`config.mk`:
```
export PLATFORM = sky130hd
export DESIGN_NAME = apb_bridge_arbiter_flat
export DESIGN_NICKNAME = d
export VERILOG_FILES = /design/src/rtl/apb_bridge_arbiter_if.sv /design/src/rtl/apb_bridge_arbiter.sv /design/src/flat_wrapper.sv
export SDC_FILE = /design/constraint.sdc
export NUM_CORES = 1
export LEC_CHECK = 0
export CAP_MARGIN = 0
export CORE_MARGIN = 2
export CORE_UTILIZATION = 23
export DETAILED_ROUTE_END_ITERATION = 6
export HOLD_SLACK_MARGIN = 0.12
export PLACE_DENSITY = 0.82
export SKIP_LAST_GASP = 1
export SYNTH_ARGS = -nofsm -noshare
export SYNTH_HDL_FRONTEND = slang
export SYNTH_SLANG_ARGS = --single-unit
```
`constraint.sdc`:
```
create_clock -name clk -period 2.5 [get_ports clk]
set_input_delay 0.5 -clock clk [delete_from_list [all_inputs] [get_ports clk]]
set_output_delay 0.5 -clock clk [all_outputs]
set_load 0.03 [all_outputs]
```
`src/rtl/apb_bridge_arbiter_if.sv`:
```
// Two-master request bundle plus the shared bridge-side request and grant/ack returns.
interface apb_bridge_arbiter_if;
  logic        req0;
  logic        req1;
  logic        Hwrite0;
  logic        Hwrite1;
  logic [31:0] Haddr0;
  logic [31:0] Haddr1;
  logic [31:0] Hwdata0;
  logic [31:0] Hwdata1;
  logic        Hreadyout;
  logic        valid;
  logic        Hwrite;
  logic [31:0] Haddr;
  logic [31:0] Hwdata;
  logic [1:0]  gnt;
  logic        ack0;
  logic        ack1;

  // arbiter side
  modport slave (
    input  req0, req1, Hwrite0, Hwrite1, Haddr0, Haddr1, Hwdata0, Hwdata1, Hreadyout,
    output valid, Hwrite, Haddr, Hwdata, gnt, ack0, ack1
  );

  // masters plus bridge, as seen from outside the arbiter
  modport master (
    output req0, req1, Hwrite0, Hwrite1, Haddr0, Haddr1, Hwdata0, Hwdata1, Hreadyout,
    input  valid, Hwrite, Haddr, Hwdata, gnt, ack0, ack1
  );
endinterface

```
`src/rtl/apb_bridge_arbiter.sv`:
```
// Two-master arbiter in front of a single AHB-to-APB bridge: round-robin on ties,
// bounded bursts per ownership, no switching while the bridge is busy.
//
// state | meaning
// IDLE  | no owner, gnt=00, bridge request driven to zero
// OWN0  | master0 owns the bridge, gnt=01
// OWN1  | master1 owns the bridge, gnt=10
module apb_bridge_arbiter #(
  parameter int unsigned MAX_BURST = 4
) (
  input logic                 clk,
  input logic                 rst,
  apb_bridge_arbiter_if.slave bus
);

  typedef enum logic [1:0] {
    IDLE = 2'b00,
    OWN0 = 2'b01,
    OWN1 = 2'b10
  } state_t;

  localparam logic [3:0] BURST_LAST = 4'(MAX_BURST - 1);

  state_t     state;
  logic       last_owner;
  logic [3:0] cnt;
  logic       own_req;
  logic       oth_req;
  state_t     other;

  assign own_req = (state == OWN0) ? bus.req0 : bus.req1;
  assign oth_req = (state == OWN0) ? bus.req1 : bus.req0;
  assign other   = (state == OWN0) ? OWN1 : OWN0;

  // state encoding doubles as the registered grant vector
  assign bus.gnt = state;

  always_ff @(posedge clk or negedge rst) begin
    if (!rst) begin
      state      <= IDLE;
      last_owner <= 1'b1;
      cnt        <= 4'd0;
    end else begin
      case (state)
        IDLE: begin
          if (bus.req0 && (!bus.req1 || last_owner)) begin
            state      <= OWN0;
            last_owner <= 1'b0;
            cnt        <= 4'd0;
          end else if (bus.req1) begin
            state      <= OWN1;
            last_owner <= 1'b1;
            cnt        <= 4'd0;
          end
        end
        OWN0, OWN1: begin
          // bridge busy: owner, count and mux selection are all frozen
          if (bus.Hreadyout) begin
            if (own_req) begin
              if (cnt == BURST_LAST) begin
                cnt <= 4'd0;
                if (oth_req) begin
                  state      <= other;
                  last_owner <= (state == OWN0);
                end
              end else begin
                cnt <= cnt + 4'd1;
              end
            end else if (oth_req) begin
              state      <= other;
              last_owner <= (state == OWN0);
              cnt        <= 4'd0;
            end else begin
              state <= IDLE;
            end
          end
        end
        default: state <= IDLE;
      endcase
    end
  end

  always_comb begin
    bus.valid  = 1'b0;
    bus.Hwrite = 1'b0;
    bus.Haddr  = 32'd0;
    bus.Hwdata = 32'd0;
    bus.ack0   = 1'b0;
    bus.ack1   = 1'b0;
    case (state)
      OWN0: begin
        bus.valid  = bus.req0;
        bus.Hwrite = bus.Hwrite0;
        bus.Haddr  = bus.Haddr0;
        bus.Hwdata = bus.Hwdata0;
        bus.ack0   = bus.req0 && bus.Hreadyout;
      end
      OWN1: begin
        bus.valid  = bus.req1;
        bus.Hwrite = bus.Hwrite1;
        bus.Haddr  = bus.Haddr1;
        bus.Hwdata = bus.Hwdata1;
        bus.ack1   = bus.req1 && bus.Hreadyout;
      end
      default: ;
    endcase
  end

endmodule

```
`src/flat_wrapper.sv`:
```
// flat-port wrapper written by rule: the top's interface ports become plain ports
module apb_bridge_arbiter_flat 
#(
  parameter int unsigned MAX_BURST = 4
)
  (clk, rst, bus_req0, bus_req1, bus_Hwrite0, bus_Hwrite1, bus_Haddr0, bus_Haddr1, bus_Hwdata0, bus_Hwdata1, bus_Hreadyout, bus_valid, bus_Hwrite, bus_Haddr, bus_Hwdata, bus_gnt, bus_ack0, bus_ack1);
  apb_bridge_arbiter_if bus_i ();
  input logic clk;
  input logic rst;
  input wire logic [$bits(bus_i.req0)-1:0] bus_req0;
  input wire logic [$bits(bus_i.req1)-1:0] bus_req1;
  input wire logic [$bits(bus_i.Hwrite0)-1:0] bus_Hwrite0;
  input wire logic [$bits(bus_i.Hwrite1)-1:0] bus_Hwrite1;
  input wire logic [$bits(bus_i.Haddr0)-1:0] bus_Haddr0;
  input wire logic [$bits(bus_i.Haddr1)-1:0] bus_Haddr1;
  input wire logic [$bits(bus_i.Hwdata0)-1:0] bus_Hwdata0;
  input wire logic [$bits(bus_i.Hwdata1)-1:0] bus_Hwdata1;
  input wire logic [$bits(bus_i.Hreadyout)-1:0] bus_Hreadyout;
  output wire logic [$bits(bus_i.valid)-1:0] bus_valid;
  output wire logic [$bits(bus_i.Hwrite)-1:0] bus_Hwrite;
  output wire logic [$bits(bus_i.Haddr)-1:0] bus_Haddr;
  output wire logic [$bits(bus_i.Hwdata)-1:0] bus_Hwdata;
  output wire logic [$bits(bus_i.gnt)-1:0] bus_gnt;
  output wire logic [$bits(bus_i.ack0)-1:0] bus_ack0;
  output wire logic [$bits(bus_i.ack1)-1:0] bus_ack1;
  assign bus_i.req0 = bus_req0;
  assign bus_i.req1 = bus_req1;
  assign bus_i.Hwrite0 = bus_Hwrite0;
  assign bus_i.Hwrite1 = bus_Hwrite1;
  assign bus_i.Haddr0 = bus_Haddr0;
  assign bus_i.Haddr1 = bus_Haddr1;
  assign bus_i.Hwdata0 = bus_Hwdata0;
  assign bus_i.Hwdata1 = bus_Hwdata1;
  assign bus_i.Hreadyout = bus_Hreadyout;
  assign bus_valid = bus_i.valid;
  assign bus_Hwrite = bus_i.Hwrite;
  assign bus_Haddr = bus_i.Haddr;
  assign bus_Hwdata = bus_i.Hwdata;
  assign bus_gnt = bus_i.gnt;
  assign bus_ack0 = bus_i.ack0;
  assign bus_ack1 = bus_i.ack1;
  apb_bridge_arbiter #(.MAX_BURST(MAX_BURST)) u_core (.clk(clk), .rst(rst), .bus(bus_i));
endmodule
```
==> Word-level counts from Yosys, hierarchy flattened <==
Index checks and enable logic that the tools add are counted.
{ "op_classes": {"reduce_logical": 11, "n_eq_ne": 8, "n_addsub": 1, "muxes": 31} }
{ "ops": {"columns": ["op", "n"], "rows": [
  ["32-bit case mux with 2 select lines", 2],
  ["4-bit 2-to-1 mux", 6],
  ["2-bit 2-to-1 mux", 8],
  ["4-bit AND reduction", 3],
  ["1-bit 2-to-1 mux", 10],
  ["4-bit case mux with 2 select lines", 1],
  ["3-bit inequality test, second input constant", 2],
  ["1-bit case mux with 2 select lines", 3],
  ["4-bit by 1-bit adder with 4-bit output, second input constant", 1],
  ["4-bit by 2-bit == test with 1-bit output, second input constant", 1],
  ["2-bit case mux with 2 select lines", 1],
  ["1-bit logical AND", 3],
  ["3-bit by 1-bit inequality test with 1-bit output, second input constant", 1],
  ["3-bit by 2-bit inequality test with 1-bit output, second input constant", 1],
  ["2-bit by 1-bit == test with 1-bit output, second input constant", 1],
  ["2-bit == test, second input constant", 1],
  ["2-bit logical NOT", 1],
  ["2-bit inequality test, second input constant", 1],
  ["2-bit nonzero test", 1],
  ["2-bit OR reduction", 1],
  ["1-bit logical NOT", 1],
  ["1-bit logical OR", 1]
]} }
{ "word_totals": {"register_bits": 7, "output_inout_bits": 70} }

==> Longest topological paths before layout <==
Gate-level depths: netlist of the first run.
{ "logic_depth": {"depth_word": 7, "mapped_depth": 7, "depth_no_buf": 6} }

==> Least setup slack after synthesis of the first run <==
OpenSTA, ideal clock, no wires.
{ "synth_path": {"path_kind": "register to output", "start": "reg u_core.state[0], in the netlist u_core.bus.gnt[0]", "end": "out bus_Haddr[0]", "t_arrival_ns": 2.016, "required_ns": 2.000, "path_stages_with_launch": 7, "n_path_buf": 2, "slack_ns": -0.016, "path_cell_list": "dfrtp_1 -> inv_1 -> ha_1 -> and2_1 -> clkbuf_1 -> buf_1 -> a22o_1"} }
{ "synth_via": {"elab_chain_cells": 2} }
{ "synth_lines": {"columns": ["element", "line_no", "rtl"], "rows": [
  ["start, declared", "apb_bridge_arbiter.sv:24", "state_t state;"],
  ["start signal, assigned", "apb_bridge_arbiter.sv:63", "state <= other;"],
  ["start signal, assigned", "apb_bridge_arbiter.sv:70", "state <= other;"],
  ["2-bit == test / 2-bit by 1-bit == test with 1-bit output (equally long branches)", "apb_bridge_arbiter.sv:90", "case (state)"],
  ["32-bit case mux with 2 select lines *", "apb_bridge_arbiter.sv:90", null],
  ["end, declared", "flat_wrapper.sv:21", "output wire logic [$bits(bus_i.Haddr)-1:0] bus_Haddr;"]
]} }
Mark *: on every way between the ends. The rest lies on a longest branch, timed or not.

==> Worst setup path after layout of the first run <==
{ "layout_path": {"start": "reg u_core.state[0], in the netlist u_core.bus.gnt[0]", "end": "out bus_Hwdata[7]"} }
{ "layout_via": {"elab_chain_cells": 2} }
{ "layout_lines": {"columns": ["element", "line_no", "rtl"], "rows": [
  ["2-bit == test / 2-bit by 1-bit == test with 1-bit output (equally long branches)", "apb_bridge_arbiter.sv:90", null],
  ["32-bit case mux with 2 select lines *", "apb_bridge_arbiter.sv:90", null],
  ["end, declared", "flat_wrapper.sv:22", "output wire logic [$bits(bus_i.Hwdata)-1:0] bus_Hwdata;"]
]} }
Marked as above.

==> flow_summary_export.csv, run 1 <==
group,metric,value,unit
sta,post-route-min-period,2.436,ns
synth,synthArstFlopShare,100.0,%
layout,nets,495,
global_routing,grt-ovfl-total,0,
synth,synth_nets,291,
global_routing,track_usage,22.69,%
synth,ys_ff_latch,7,
clock_tree,clockBufferDepth,2,
synth,syn_area,0.001313,mm2
critical_path,cp-start-kind,"flip-flop",
route,final_antenna_net_count,0,
synth,synth_ff_type,"dfrtp_1",
power,p_per_area,1040,mW/mm2
route,vias_per_cell,4.899,
critical_path,crit_arrival,1.94,ns
route,routed_wl,7.990,mm
global_routing,grt_max_degree,41,
synth,synthTopCellsByCount,"66 x a22o_1, 8 x buf_2, 6 x clkbuf_1, 6 x dfrtp_1, 6 x ha_1",
layout,antennaDiodeCount,0,
power,pwr-share-seq,5.1,%
global_routing,antenna_found_initial,1,
sta,worst_pin_slew,0.2997,ns
layout,syn2layout_area_growth,170.4,%
status,status,"completed",
sta,finalSetupViolations,0,
placed_design,dp_slack,0.1628,ns
sta,rsz0062_at_grt,"no",
clock_tree,worstSkewPairLatency,0.22,ns
sta,totalNegativeSetupSlack,0,ns
route,drtIter0Drc,79,
critical_path,critPathMaxFanout,26,
floorplanning,die-area,0.006327,mm2
critical_path,crit_type,"flip-flop to output port",
synth,synth_top_area_share,44.04,%
synth,yosysMostFrequentCell,"a22o_1",
floorplanning,coreArea,0.005507,mm2
floorplanning,die_w,79.54,um
clock_tree,cts_buffers,3,
route,wire_per_inst,18.80,um
power,intPower,1.838,mW
synth,synth_area_leaders,"a22o_1 44%, dfrtp_1 11%, ha_1 5.7%, buf_2 3.1%, mux2_4 2.3%",
placed_design,post-dp-hpwl,6.485,mm
synth,netlist_instances,150,
clock_tree,hold_buffers,0,
floorplanning,io_pins,205,
synth,avgSynthCellArea,8.750,um2
floorplanning,dieHeight,79.54,um
clock_tree,root_buffer,"clkbuf_8",
sta,drv_slew,0,
placed_design,port_buffers,204,
sta,setup_ws,0.06415,ns
sta,hold_viol,0,
floorplanning,start_util,23.84,%
floorplanning,rows,27,
clock_tree,h-tree-depth,1,
critical_path,end_kind,"output port",
run,cap_viol_max_count,0,
power,p_leak,1.556,nW
synth,yosysWarnings,0,
sta,skew,0.002684,ns
power,combPwrFrac,90.8,%
synth,yosys.cell_types.count,39,
route,dr.pass1.iters,4,
power,clkPwrFrac,4.1,%
synth,synth_seq_area_share,13.44,%
placed_design,place_congestion,0.8508,
power,peakVddDrop,0.8719,mV
power,switching_share,50.19,%
power,p_switching,1.851,mW
global_routing,grt_pass1_wl,11.25,mm
sta,post-route-period-util,97.43,%
clock_tree,cts_tree,"yes",
synth,synth_edf_count,0,
critical_path,critPathRequiredTime,2.00,ns
global_routing,grt_pass1_vias,1987,
worst_hold_path,hp-class,"flip-flop to flip-flop",
clock_tree,cts.reportedPaths.clkPinSlew,0.04,ns
route,vias,2082,
clock_tree,cts_num_sinks,7,
synth,yosysTopAreaCell,"a22o_1",
sta,slew_headroom,79.45,%
route,drc,0,
sta,max_freq,0.4105,GHz
layout,drive_above_1_share,43.34,%
power by group through the flow:
stage	logic (mW)	registers, mW	clock network [mW]
final	3.35	0.189	0.152
after global routing	3.50	0.195	0.162
after CTS	3.35	0.188	0.157
after detailed placement	3.23	0.197	0
after global placement	3.20	0.193	0
after floorplan	1.95	0.218	0
worst paths after layout:
check	slack, ns	start	end	cells after the start
hold / removal	0.50	u_core.cnt[2]$_DFFE_PN0P_	u_core.cnt[2]$_DFFE_PN0P_	1
hold reg to reg	0.50	u_core.cnt[2]$_DFFE_PN0P_	u_core.cnt[2]$_DFFE_PN0P_	1
setup / recovery	0.06	u_core.bus.gnt[0]$_DFFE_PN0P_	bus_Hwdata[7]	6
min in group asynchronous	0.53	rst	u_core.bus.gnt[1]$_DFFE_PN0P_	1
max in group asynchronous	1.69	rst	u_core.last_owner$_DFFE_PN1P_	1
setup reg to reg	0.56	u_core.bus.gnt[0]$_DFFE_PN0P_	u_core.last_owner$_DFFE_PN1P_	6
through the flow:
step | util (%) | hold WS (ns) | power (mW) | std cells | instance area [um2]
2_1_floorplan | - | 0.2044 | 2.169 | 150 | 1375
3_3_place_gp | 62.39 | 0.4938 | 3.397 | 416 | 3436
3_5_place_dp | 62.39 | 0.4967 | 3.426 | 416 | 3436
4_1_cts | 64.42 | 0.5053 | 3.694 | 425 | 3547
5_1_grt | 64.44 | 0.5425 | 3.862 | 425 | 3548
6_report | 64.44 | 0.5039 | 3.689 | 425 | 3548
worst max-delay path, cell delays in order (launching register included):
cell and delay [ns]:
dfrtp_2 0.40, buf_4 0.14, ha_1 0.28, and2_2 0.25
buf_4 0.22, a22o_2 0.23, buf_4 0.17
registers in the layout, summed over array words and instances (netlist names):
register / cells
u_core.last_owner: 1
u_core.bus.gnt: 2
u_core.cnt: 4
layout make-up:
| cell class | count | area (um2) |
|---|---|---|
| clock buffers | 4 | 45.04 |
| multi-input cells | 121 | 1105 |
| flip-flops and latches | 7 | 177.7 |
| repair buffers | 216 | 2112 |
| well taps | 72 | 90.09 |
| inverters | 5 | 18.77 |
| fillers | 480 | 1958 |
cell usage in the layout (no fill, tap or decap), types with 2 or more instances in the layout:
cell / instances
inv_1: 2
nor2_1: 3
nand2_1: 3
dfrtp_1: 5
nand2b_1: 4
o221ai_1: 2
a21oi_1: 3
nor2b_1: 2
and3_1: 2
inv_2: 3
clkbuf_8: 3
mux2i_1: 2
mux2_4: 2
a22o_1: 16
clkdlybuf4s50_1: 136
nand3_1: 4
and2_2: 2
a22o_2: 50
buf_4: 69
nor3b_2: 2
nand4_1: 2
ha_1: 5
buf_12: 10
what timing repair did:
action / 4_1_cts / 5_1_grt
gates cloned: 1 / 0
setup endpoints to repair: 65 / 32
hold endpoints to repair: 0 / 0
setup buffers: 4 / 0
gates resized for setup: 4 / 1
kinds of logic after synthesis:
group	count (synthesis)	share of synthesized area (%)
AO/OA/AOI/OAI	80	54.05
adder cells (fa/ha/maj)	6	5.720
buffers and inverters	22	7.626
flip-flops	7	13.44
multiplexers	5	4.671
AND/OR/NAND/NOR	30	14.49
metal layers:
| metal | GRT usage [%] | vias to the layer above | wire length, um |
|---|---|---|---|
| met5 | 0 | - | 13 |
| met1 | 27.55 | 965 | 3101 |
| met2 | 40.25 | 86 | 4144 |
| li1 | - | 1021 | - |
| met4 | 4.483 | 2 | 99 |
| met3 | 5.769 | 8 | 631 |
Power figures use the tool's default switching activity.
==> run 2, diff against run 1 <==
--- a/config.mk
+++ b/config.mk
@@ -8,8 +8,11 @@
 export CAP_MARGIN = 0
 export CORE_MARGIN = 2
 export CORE_UTILIZATION = 23
+export CTS_CLUSTER_DIAMETER = 30
+export CTS_CLUSTER_SIZE = 14
 export DETAILED_ROUTE_END_ITERATION = 6
 export HOLD_SLACK_MARGIN = 0.12
+export MAX_ROUTING_LAYER = met4
 export PLACE_DENSITY = 0.82
 export SKIP_LAST_GASP = 1
 export SYNTH_ARGS = -nofsm -noshare
==> run 2 against run 1 <==
Net effect:
- sequential power barely moved
- final cell count increased by 0.24%
- die area stayed put
- first-iteration DRC count is 29% higher
- routed wire length rose by 0.15%
- clock skew about the same
- sequential share of layout area about the same
- critical endpoint unchanged
- largest cell class unchanged
==> flow_summary_export.csv, run 2 (synthesis gave the netlist of run 1 again) <==
group,metric,value,unit
status,status,"completed",
floorplanning,coreArea,0.005507,mm2
layout,final_common_cell,"clkdlybuf4s50_1",
run,cap_viol_max_count,0,
power,combPwrFrac,90.8,%
power,clkPwrFrac,4.1,%
clock_tree,cts_num_sinks,7,
placed_design,place_area,0.003436,mm2
floorplanning,die_w,79.54,um
layout,final_area,0.003551,mm2
placed_design,dp_slack,0.1628,ns
global_routing,use_met1,27.34,%
power,peakVddDrop,0.8720,mV
global_routing,track_usage,23.27,%
route,wire_per_inst,18.78,um
route,drtIter0Drc,102,
layout,ff_latch_area,177.7,um2
layout,top_register,"u_core.cnt",
clock_tree,clockBufferDepth,2,
critical_path,critPathMaxFanout,26,
clock_tree,cts_buffers,3,
clock_tree,cts.reportedPaths.clkPinSlew,0.04,ns
layout,multiInputGateArea,0.001105,mm2
sta,finalSetupViolations,0,
global_routing,grt_pass1_vias,1988,
power,intPower,1.838,mW
sta,max_freq,0.4095,GHz
power,pwr-share-seq,5.1,%
clock_tree,hold_buffers,0,
critical_path,end_kind,"output port",
global_routing,use_met2,40.42,%
global_routing,antenna_found_initial,1,
floorplanning,die-area,0.006327,mm2
critical_path,crit_arrival,1.94,ns
placed_design,place_congestion,0.8642,
critical_path,cp-start-kind,"flip-flop",
sta,setup_ws,0.05775,ns
critical_path,reg2reg_setup_slack,0.56,ns
route,vias,2078,
layout,drive_above_1_share,43.34,%
route,final_antenna_net_count,0,
power,p_switching,1.851,mW
route,vias_per_cell,4.878,
power,p_per_area,1039,mW/mm2
sta,hold_viol,0,
route,drc,0,
sta,hold_slack,0.5039,ns
clock_tree,worstSkewPairLatency,0.22,ns
sta,skew,0.002661,ns
worst_hold_path,hp-class,"flip-flop to flip-flop",
global_routing,grt_max_degree,41,
route,dr.pass1.iters,6,
layout,nets,495,
layout,largest_reg_flops,4,
power,switching_share,50.19,%
global_routing,grt_pass1_wl,11.26,mm
floorplanning,rows,27,
sta,post-route-period-util,97.69,%
floorplanning,io_pins,205,
critical_path,critPathRequiredTime,2.00,ns
sta,worst_pin_slew,0.2997,ns
sta,post-route-min-period,2.442,ns
power,p_leak,1.556,nW
floorplanning,start_util,23.84,%
sta,slew_headroom,79.45,%
placed_design,port_buffers,204,
global_routing,grt-busiest-layer,"met2",
clock_tree,root_buffer,"clkbuf_8",
sta,drv_slew,0,
layout,fin_util,64.49,%
route,routed_wl,8.002,mm
critical_path,crit_type,"flip-flop to output port",
floorplanning,dieHeight,79.54,um
layout,final_cell_mix,"136 x clkdlybuf4s50_1, 69 x buf_4, 50 x a22o_2, 16 x a22o_1, 10 x buf_12",
clock_tree,h-tree-depth,1,
global_routing,grt-ovfl-total,0,
layout,syn2layout_area_growth,170.5,%
clock_tree,cts_tree,"yes",
layout,nFillCells,479,
global_routing,grt_util_met3,5.769,%
sta,rsz0062_at_grt,"yes",
placed_design,post-dp-hpwl,6.485,mm
-- run 2: final timing paths --
path                                                     from  cells after the start                       endpoint
min in group asynchronous                                 rst                      1  u_core.bus.gnt[1]$_DFFE_PN0P_
worst min register to register      u_core.cnt[2]$_DFFE_PN0P_                      1      u_core.cnt[2]$_DFFE_PN0P_
max in group asynchronous                                 rst                      1  u_core.last_owner$_DFFE_PN1P_
worst max register to register  u_core.bus.gnt[0]$_DFFE_PN0P_                      6  u_core.last_owner$_DFFE_PN1P_
worst max-delay path            u_core.bus.gnt[0]$_DFFE_PN0P_                      6                  bus_Hwdata[7]
worst min-delay path                u_core.cnt[2]$_DFFE_PN0P_                      1      u_core.cnt[2]$_DFFE_PN0P_
-- run 2: area by class of cell --
class                      count  share of cell area [%]
sequential                     7                   5.004
clock buffer                   4                   1.268
inverter                       5                  0.5285
multi-input combinational    121                   31.11
timing repair buffer         216                   59.48
antenna                        1                 0.07047
tap                           72                   2.537
-- run 2: metrics by stage --
step | instances | TNS [ns] | power (mW)
2_1_floorplan | 150 | 0 | 2.169
3_3_place_gp | 416 | 0 | 3.397
3_5_place_dp | 416 | 0 | 3.426
4_1_cts | 425 | 0 | 3.694
5_1_grt | 426 | -0.000001110 | 3.861
6_report | 426 | 0 | 3.689
-- run 2: what timing repair did --
item / 4_1_cts / 5_1_grt
pin swaps: 0 / 0
setup buffers: 4 / 0
setup endpoints to repair: 65 / 33
resized for setup: 4 / 1
gates cloned: 1 / 0
endpoints found under the hold margin: 0 / 0
-- run 2: power by group through the flow --
stage | Clock, mW | Sequential (mW) | Combinational [mW]
after detailed placement | 0 | 0.197 | 3.23
final | 0.152 | 0.188 | 3.35
after global routing | 0.162 | 0.195 | 3.50
after floorplan | 0 | 0.218 | 1.95
after CTS | 0.157 | 0.188 | 3.35
after global placement | 0 | 0.193 | 3.20
-- run 2: critical path, stage by stage (launching register included) --
cell and delay, ns:
dfrtp_2 0.40, buf_4 0.14, ha_1 0.28, and2_2 0.25
buf_4 0.23, a22o_2 0.24, buf_4 0.17
-- run 2: per-layer routing --
metal  part of all wire (%)  vias up  wire length [um]
met2                     51       88              4099
met3                    8.1       14               650
li1                       -     1021                 -
met4                    1.6        0               126
met5                      0        -                 0
met1                     39      955              3125
